===== src/rtl/audio_avg_pkg.sv =====
// audio_avg_pkg: shared states, widths and level-to-bar helper for the audio averager.
package audio_avg_pkg;
  typedef enum logic [1:0] {IDLE, ACCUM, UPDATE} state_t;
  localparam int SAMPLE_W = 8;
  localparam int MAG_W = 7;
  localparam int LEVEL_W = 4;
  function automatic logic [7:0] level_to_bar(input logic [LEVEL_W-1:0] level);
    logic [8:0] t;
    t = (9'd1 << level) - 9'd1;
    return t[7:0];
  endfunction
endpackage


===== src/rtl/audio_level_meter.sv =====
// audio_level_meter: peak-hold thermometer driven by each window's average.
module audio_level_meter
  import audio_avg_pkg::*;
#(
  parameter int HOLD_WINDOWS = 4
) (
  input  logic             clk,
  input  logic             reset_n,
  input  logic             update,
  input  logic [MAG_W-1:0] avg,
  output logic [7:0]       led_out
);
  localparam int HW = (HOLD_WINDOWS > 0) ? $clog2(HOLD_WINDOWS + 1) : 1;
  logic [HW-1:0] hold_cnt, hold_d;
  logic [LEVEL_W-1:0] disp_level, disp_d, new_level, decayed;
  logic rise;
  always_comb begin
    new_level = (avg == '0) ? '0 : {1'b0, avg[MAG_W-1:MAG_W-3]} + LEVEL_W'(1);
    decayed = disp_level - LEVEL_W'(1);
    rise = new_level >= disp_level;
    disp_d = rise ? new_level : (hold_cnt != '0) ? disp_level : (decayed > new_level) ? decayed : new_level;
    hold_d = rise ? HW'(HOLD_WINDOWS) : (hold_cnt != '0) ? hold_cnt - HW'(1) : hold_cnt;
  end
  always_ff @(posedge clk or negedge reset_n) begin
    if (!reset_n) begin
      disp_level <= '0;
      hold_cnt <= '0;
      led_out <= '0;
    end else if (update) begin
      disp_level <= disp_d;
      hold_cnt <= hold_d;
      led_out <= level_to_bar(disp_d);
    end
  end
endmodule


===== src/rtl/audio_avg_scheduler.sv =====
// audio_avg_scheduler: windowed mean-magnitude averager with LED peak meter and heartbeat.
module audio_avg_scheduler
  import audio_avg_pkg::*;
#(
  parameter int LOG2_N = 8,
  parameter int HOLD_WINDOWS = 4
) (
  input  logic                clk,
  input  logic                reset_n,
  input  logic                enable,
  input  logic                sample_valid,
  input  logic [SAMPLE_W-1:0] input_audio,
  output logic                busy,
  output logic                avg_valid,
  output logic [7:0]          avg_out,
  output logic [7:0]          led_out,
  output logic                led0
);
  localparam int ACC_W = MAG_W + LOG2_N;
  localparam int CNT_W = LOG2_N + 1;
  localparam logic [CNT_W-1:0] WIN = CNT_W'(1) << LOG2_N;
  state_t state, state_d;
  logic [ACC_W-1:0] acc, acc_d;
  logic [CNT_W-1:0] count, count_d;
  logic [SAMPLE_W-1:0] abs_v;
  logic [MAG_W-1:0] mag;
  logic upd, first;
  // -128 has no positive twin; its absolute value stays 0x80 and saturates to 127
  assign abs_v = input_audio[7] ? -input_audio : input_audio;
  assign mag = abs_v[7] ? '1 : abs_v[MAG_W-1:0];
  assign upd = state == UPDATE;
  assign busy = state != IDLE;
  assign first = enable && sample_valid;
  always_comb begin
    state_d = state;
    acc_d = acc;
    count_d = count;
    case (state)
      IDLE: if (enable) begin
        state_d = ACCUM;
        acc_d = '0;
        count_d = '0;
      end
      ACCUM: if (!enable) state_d = IDLE;
      else if (sample_valid) begin
        acc_d = acc + ACC_W'(mag);
        count_d = count + CNT_W'(1);
        state_d = (count_d == WIN) ? UPDATE : ACCUM;
      end
      default: begin
        state_d = enable ? ACCUM : IDLE;
        acc_d = first ? ACC_W'(mag) : '0;
        count_d = first ? CNT_W'(1) : '0;
      end
    endcase
  end
  always_ff @(posedge clk or negedge reset_n) begin
    if (!reset_n) begin
      state <= IDLE;
      acc <= '0;
      count <= '0;
      avg_valid <= 1'b0;
      avg_out <= '0;
      led0 <= 1'b0;
    end else begin
      state <= state_d;
      acc <= acc_d;
      count <= count_d;
      avg_valid <= upd;
      if (upd) begin
        avg_out <= {1'b0, acc[ACC_W-1:LOG2_N]};
        led0 <= ~led0;
      end
    end
  end
  audio_level_meter #(.HOLD_WINDOWS(HOLD_WINDOWS)) u_meter (
    .clk(clk),
    .reset_n(reset_n),
    .update(upd),
    .avg(acc[ACC_W-1:LOG2_N]),
    .led_out(led_out)
  );
endmodule


===== config.mk =====
export PLATFORM = sky130hd
export DESIGN_NAME = audio_avg_scheduler
export DESIGN_NICKNAME = d
export VERILOG_FILES = /design/src/rtl/audio_avg_pkg.sv /design/src/rtl/audio_level_meter.sv /design/src/rtl/audio_avg_scheduler.sv
export SDC_FILE = /design/constraint.sdc
export NUM_CORES = 1
export LEC_CHECK = 0
export BUFFER_PORTS_ARGS = -buffer_cell sky130_fd_sc_hd__buf_2
export CORE_MARGIN = 2
export CORE_UTILIZATION = 36
export DETAILED_ROUTE_END_ITERATION = 7
export SYNTH_ARGS = -nofsm -noshare
export SYNTH_HDL_FRONTEND = slang
export SYNTH_SLANG_ARGS = --single-unit

===== constraint.sdc =====
create_clock -name clk -period 3.4 [get_ports clk]
set_input_delay 0.85 -clock clk [delete_from_list [all_inputs] [get_ports clk]]
set_output_delay 0.85 -clock clk [all_outputs]
set_load 0.01 [all_outputs]

==> results.sh, run 1 <==
export IMPL_combPwrFrac_pct=32.0
export IMPL_setup_ws_ns=-0.1587
export IMPL_period_minus_slack_ns=3.559
export IMPL_drive_gt1_share_pct=32.13
export IMPL_r2r_setup_slack_ns=-0.16
export IMPL_max_slew_margin_pct=44.39
export IMPL_p_sw_share_pct=29.16
export IMPL_rsz0062_at_grt="true"
export IMPL_rows=34
export IMPL_fmax_ghz=0.2810
export IMPL_ant_nets=0
export IMPL_pre_cts_ws_ns=-0.4001
export IMPL_cts_buffers=5
export IMPL_finalHoldViolations=0
export IMPL_dp_cells=556
export IMPL_synth_seq_area_share_pct=38.55
export IMPL_first_global_vias=2847
export IMPL_endpoint_kind="register"
export IMPL_min_to="led0"
export IMPL_worstRegToRegCells=20
export IMPL_synthArstFlopShare_pct=100.0
export IMPL_route_detailed_drc=0
export IMPL_drt_iter0_markers=90
export IMPL_vdd_drop_max_uv=237.4
export IMPL_holdPathStages=1
export IMPL_cts_hold_buf=0
export IMPL_clk_pin_slew_worst_paths_ns=0.10
export IMPL_dominantRegCellSynth="dfrtp_1"
export IMPL_drt_pass1_iterations=4
export IMPL_num_io_pins=31
export IMPL_crit_type="register to register"
export IMPL_cts_sinks=50
export IMPL_skew_ns=0.01371
export IMPL_clock_root_buffer="clkbuf_8"
export IMPL_layout_commonest_cell="buf_4"
export IMPL_crit_path_max_fanout=3
export IMPL_syn_avg_cell_area_sq_um=8.609
export IMPL_setup_viol=2
export IMPL_slew_violations=0
export IMPL_overflow=0
export IMPL_clock_path_buffers=2
export IMPL_grt_usage_pct=16.29
export IMPL_reg2reg_to="u_meter.led_out[6]"
export IMPL_syn_area_sq_um=3246
export IMPL_start_kind="register"
export IMPL_diodes=0
export IMPL_yosysUniqueCellTypes=60
export IMPL_p_int_mw=1.122
export IMPL_grt_max_degree=29
export IMPL_antenna_found_initial=0
export IMPL_die_area_sq_um=9791
export IMPL_clk_latency_ns=0.30
export IMPL_min_from="led0"
export IMPL_min_path_type="register to register"
export IMPL_critPathRequiredTime_ns=3.55
export IMPL_vias=2907
export IMPL_postSynthCellCount=377
export IMPL_finalNetCount=506
export IMPL_htree_levels=2
export IMPL_max_cap_violations=0
export IMPL_cts_tree="built"
export IMPL_gp_congestion=0.8652
export IMPL_core_area_sq_um=8721
export IMPL_p_seq_share_pct=40.8
export IMPL_viasPerCell=5.029
export IMPL_wl_per_cell_microns=13.47
export IMPL_mostFrequentLayoutCells="buf_4, nand2_1, dfrtp_1"
export IMPL_start_util_pct=37.22
export IMPL_yosys_warnings=0
export IMPL_leakagePower_nw=2.139
export IMPL_post_route_period_util_pct=104.7
export IMPL_clkPwrFrac_pct=27.2
export IMPL_p_per_area_nw_per_um2=358.9
export IMPL_arrival_ns=3.71
export IMPL_r2r_start="acc[12]"
export IMPL_crit_start="acc[12]"
export IMPL_grt_pass1_wl_mm=13.08
export IMPL_worst_pin_slew_ns=0.8322
export IMPL_synth_seq_cells=50
export IMPL_status="finished, violations left"
export IMPL_instances_no_fill=578
export IMPL_area_delta_synth_final_pct=35.93
export IMPL_die_x_microns=98.95
export IMPL_power_switching_mw=0.4617
export IMPL_synth_nets=413
export IMPL_totalWireLength_mm=7.787
export IMPL_violations="setup timing"
export IMPL_port_buffer_count=29
export IMPL_hpwl_mm=5.616
export IMPL_synth_edf_count=0
export IMPL_dieHeight_microns=98.95
## what timing repair did
| item | CTS | global route |
|---|---|---|
| hold endpoints to repair | 0 | 0 |
| gates resized for setup | 24 | 25 |
| pin swaps | 18 | 21 |
| setup buffers | 11 | 5 |
| endpoints found under the setup margin | 7 | 13 |
## flip-flops by register name, summed over array words and instances, names as in the netlist
name                cells
acc                    15
count                   9
u_meter.led_out         8
avg_out                 7
u_meter.disp_level      4
u_meter.hold_cnt        3
state                   2
avg_valid               1
led0                    1
## per-stage QoR
stage	hold WS (ns)	instance area, sq um	power [mW]	TNS [ns]	util (%)
detailed placement	0.4552	3960	1.081	-2.683	45.41
finish	0.4660	4412	1.583	-0.2738	50.59
floorplan	0.4498	3327	0.9235	-0.01654	-
global route	0.5042	4412	1.686	-0.6884	50.59
global placement	0.4497	3960	1.073	-1.367	45.41
CTS	0.4676	4275	1.580	-0.2470	49.02
## critical path, cell delays in order (launching register included)
cell	delay, ns
dfrtp_1	0.41
inv_2	0.09
ha_4	0.13
nor4b_4	0.22
buf_4	0.17
a21oi_4	0.05
buf_6	0.13
ha_4	0.19
or2_1	0.22
a21oi_1	0.16
buf_4	0.18
buf_12	0.11
nor3_2	0.04
a211oi_4	0.25
and3_4	0.26
nand2_4	0.06
ha_4	0.18
buf_6	0.11
mux2_4	0.27
a2bb2oi_2	0.12
o21ai_1	0.06
## cell families after synthesis
kind of cell | Yosys count | share of synthesized area, %
compound gates | 94 | 19.78
xor+xnor | 21 | 5.667
fa+ha+maj | 24 | 9.484
buf+inv | 39 | 4.626
flops | 50 | 38.55
mux | 2 | 0.7709
other cells | 1 | 0.1155
simple gates | 146 | 21.01
## metal layers
metal / vias up / track usage (%) / routed length (microns)
met5: - / 0 / 0
met4: 0 / 3.688 / 56
met3: 5 / 2.766 / 138
met2: 27 / 27.18 / 3791
met1: 1387 / 22.24 / 3800
li1: 1488 / - / -
## Yosys cell counts, types with 2 or more instances
cell type	count	area, sq um
nand2_1	56	210.2
dfrtp_1	50	1251
nor2_1	38	142.6
o21ai_0	29	145.1
inv_1	27	101.4
ha_1	23	287.8
a21oi_1	15	75.07
xor2_1	13	113.9
nand3_1	12	60.06
and3_1	9	56.30
clkbuf_1	9	33.78
xnor2_1	8	70.07
and2_1	5	31.28
nor2b_1	5	31.28
a21boi_0	4	30.03
a21o_1	4	30.03
a31oi_1	4	25.02
nor3_1	4	20.02
a211oi_1	3	22.52
a221oi_1	3	26.28
a22o_1	3	26.28
o211ai_1	3	22.52
o21ai_1	3	15.01
or2_2	3	18.77
a41oi_1	2	17.52
nand2b_1	2	12.51
nand3b_1	2	15.01
nor3b_1	2	15.01
nor4b_1	2	17.52
o2111ai_1	2	17.52
o21a_1	2	15.01
o31ai_1	2	15.01
## how the worst max path moves through the flow
stage                                    end  slack, ns
after floorplan           u_meter.led_out[6]      -0.02
after global placement               acc[10]      -0.21
after detailed placement             acc[12]      -0.40
after CTS                 u_meter.led_out[6]      -0.16
after global routing      u_meter.led_out[6]      -0.31
final                     u_meter.led_out[6]      -0.16
## final cells by class
type	count	area (sq um)
inverters	28	105.1
clock buffers	6	82.58
flip-flops and latches	50	1251
multi-input cells	288	2113
clock inverters	1	30.03
fillers	814	4309
repair buffers	97	694.4
well taps	108	135.1
## power groups by stage
stage / clock network, mW / logic [mW] / registers (mW)
4_1_cts: 0.448 / 0.486 / 0.646
6_report: 0.430 / 0.507 / 0.646
2_1_floorplan: 0 / 0.266 / 0.658
5_1_grt: 0.474 / 0.562 / 0.650
3_3_place_gp: 0 / 0.415 / 0.657
3_5_place_dp: 0 / 0.423 / 0.658
Power figures use the tool's default switching activity.
==> run 2, diff against run 1 <==
SKIP_LAST_GASP = 1   (was default)
clock period = 3 ns   (was 3.4 ns; I/O delays follow)
==> run 2 against run 1 <==
The run still ends with setup timing left; non-clock buffer count rose by 3; die area did not move; cell count rose by 0.52%; combinational power rose by 22%; hold slack improved by 0.011 ns; largest cell class unchanged; largest power group unchanged.
==> results.sh, run 2 (synthesized netlist as in run 1, its figures left out) <==
export IMPL_wl_per_cell_microns=13.90
export IMPL_core_area_sq_um=8721
export IMPL_whs_ns=0.4770
export IMPL_gp_congestion=0.8113
export IMPL_combPwrFrac_pct=35.5
export IMPL_grt_max_degree=51
export IMPL_crit_path_max_fanout=5
export IMPL_clock_root_buffer="clkbuf_8"
export IMPL_clock_path_buffers=2
export IMPL_min_path_type="register to register"
export IMPL_rsz0062_at_grt="true"
export IMPL_finalHoldViolations=0
export IMPL_clk_latency_ns=0.30
export IMPL_grt_pass1_wl_mm=13.84
export IMPL_antenna_found_initial=0
export IMPL_violations="setup timing"
export IMPL_post_route_period_util_pct=113.5
export IMPL_port_buffer_count=29
export IMPL_leakagePower_nw=2.148
export IMPL_start_util_pct=37.22
export IMPL_crit_type="register to register"
export IMPL_setup_viol=3
export IMPL_cts_buffers=5
export IMPL_tns_ns=-0.9333
export IMPL_drt_pass1_iterations=4
export IMPL_viasPerCell=5.114
export IMPL_clkPwrFrac_pct=22.2
export IMPL_status="finished, violations left"
export IMPL_die_area_sq_um=9791
export IMPL_reg_largest_list="acc: 15 flops, count: 9 flops, u_meter.led_out: 8 flops"
export IMPL_route_detailed_drc=0
export IMPL_critPathTopFamily="compound AO/OA/AOI/OAI gates"
export IMPL_arrival_ns=3.59
export IMPL_skew_ns=0.01010
export IMPL_fmax_ghz=0.2938
export IMPL_p_per_area_nw_per_um2=388.4
export IMPL_max_slew_margin_pct=57.34
export IMPL_power_mw=1.736
export IMPL_num_io_pins=31
export IMPL_final_util_pct=51.25
export IMPL_placed_area_sq_um=4066
export IMPL_p_int_mw=1.182
export IMPL_p_seq_share_pct=42.3
export IMPL_largest_register="acc"
export IMPL_layout_commonest_cell="buf_4"
export IMPL_power_switching_mw=0.5544
export IMPL_max_cap_violations=0
export IMPL_crit_buf_inv=3
export IMPL_totalWireLength_mm=8.074
export IMPL_critPathSlowestCell="dfrtp_1"
export IMPL_stdcell_area_sq_um=4469
export IMPL_largest_reg_flops=15
export IMPL_max_stage_delay_ns=0.41
export IMPL_htree_levels=2
export IMPL_rows=34
export IMPL_period_minus_slack_ns=3.404
export IMPL_drt_iter0_markers=78
export IMPL_p_sw_share_pct=31.94
export IMPL_slew_violations=0
export IMPL_path_cells="inv_2 > ha_4 > nor4b_4 > nand2_2 > nand2_2 > ha_4 > nand2b_4 > a2111oi_4 > buf_4 > nor2_4 > o21a_1 > a211o_1 > nand2_4 > ha_4 > inv_2 > and2_4 > mux2_4 > a2bb2oi_2 > o21ai_1"
export IMPL_overflow=0
export IMPL_vias=2971
export IMPL_drive_gt1_share_pct=34.67
export IMPL_grt_usage_pct=17.00
export IMPL_worst_pin_slew_ns=0.6399
export IMPL_dieHeight_microns=98.95
export IMPL_area_delta_synth_final_pct=37.70
export IMPL_crit_top_cell="ha_4"
export IMPL_finalNetCount=509
export IMPL_cts_sinks=50
export IMPL_diodes=0
export IMPL_pre_cts_ws_ns=-0.4429
export IMPL_first_global_vias=3010
export IMPL_instances_no_fill=581
export IMPL_mostFrequentLayoutCells="buf_4, dfrtp_1, nand2_1"
export IMPL_endpoint_kind="register"
export IMPL_hpwl_mm=5.677
export IMPL_vdd_drop_max_uv=216.8
export IMPL_start_kind="register"
export IMPL_cts_tree="built"
export IMPL_critPathRequiredTime_ns=3.19
export IMPL_clk_pin_slew_worst_paths_ns=0.10
export IMPL_die_x_microns=98.95
export IMPL_setup_ws_ns=-0.4037
export IMPL_dp_cells=560
export IMPL_ant_nets=0
[run 2: path summary, 6_finish.rpt]
| check | depth (start not counted) | to | slack [ns] | from |
|---|---|---|---|---|
| min in group asynchronous | 2 | u_meter.led_out[3] | 0.56 | reset_n |
| worst min-delay path | 2 | avg_out[2] | 0.48 | avg_out[2] |
| worst max-delay path | 19 | u_meter.led_out[6] | -0.40 | acc[13] |
| worst max register to register | 19 | u_meter.led_out[6] | -0.40 | acc[13] |
| max in group asynchronous | 2 | avg_out[4] | 2.02 | reset_n |
| worst min register to register | 2 | avg_out[2] | 0.48 | avg_out[2] |
[run 2: final cells by class]
type                    instances  area [sq um]
well taps                     108         135.1
clock inverters                 1         7.507
flip-flops and latches         50          1251
clock buffers                   6         72.57
repair buffers                100         690.7
multi-input cells             288          2207
inverters                      28         105.1
fillers                       786          4252
[run 2: power groups by stage]
stage          sequential (mW)  combinational, mW  clock, mW
3_3_place_gp             0.746              0.488          0
5_1_grt                  0.739              0.679      0.437
2_1_floorplan            0.746              0.311          0
4_1_cts                  0.734              0.557      0.403
3_5_place_dp             0.746              0.500          0
6_report                 0.734              0.617      0.386
[run 2: tightest hold or removal path: cells and delay by family, from the launching register on]
kind | cells | cell delay [ns]
flip-flops | 1 | 0.35
AND/OR/NAND/NOR | 2 | 0.10
[run 2: repair_timing]
action,4_1_cts,5_1_grt
pin swaps,27,12
hold buffers,0,0
buffers inserted,9,5
resized for setup,22,22
setup endpoints to repair,8,19
endpoints found under the hold margin,0,0
[run 2: layer usage]
metal,part of all wire [%],track usage (%)
met1,48,22.72
met3,1.6,3.121
met5,0,0
met2,49,28.95
met4,0.73,3.477
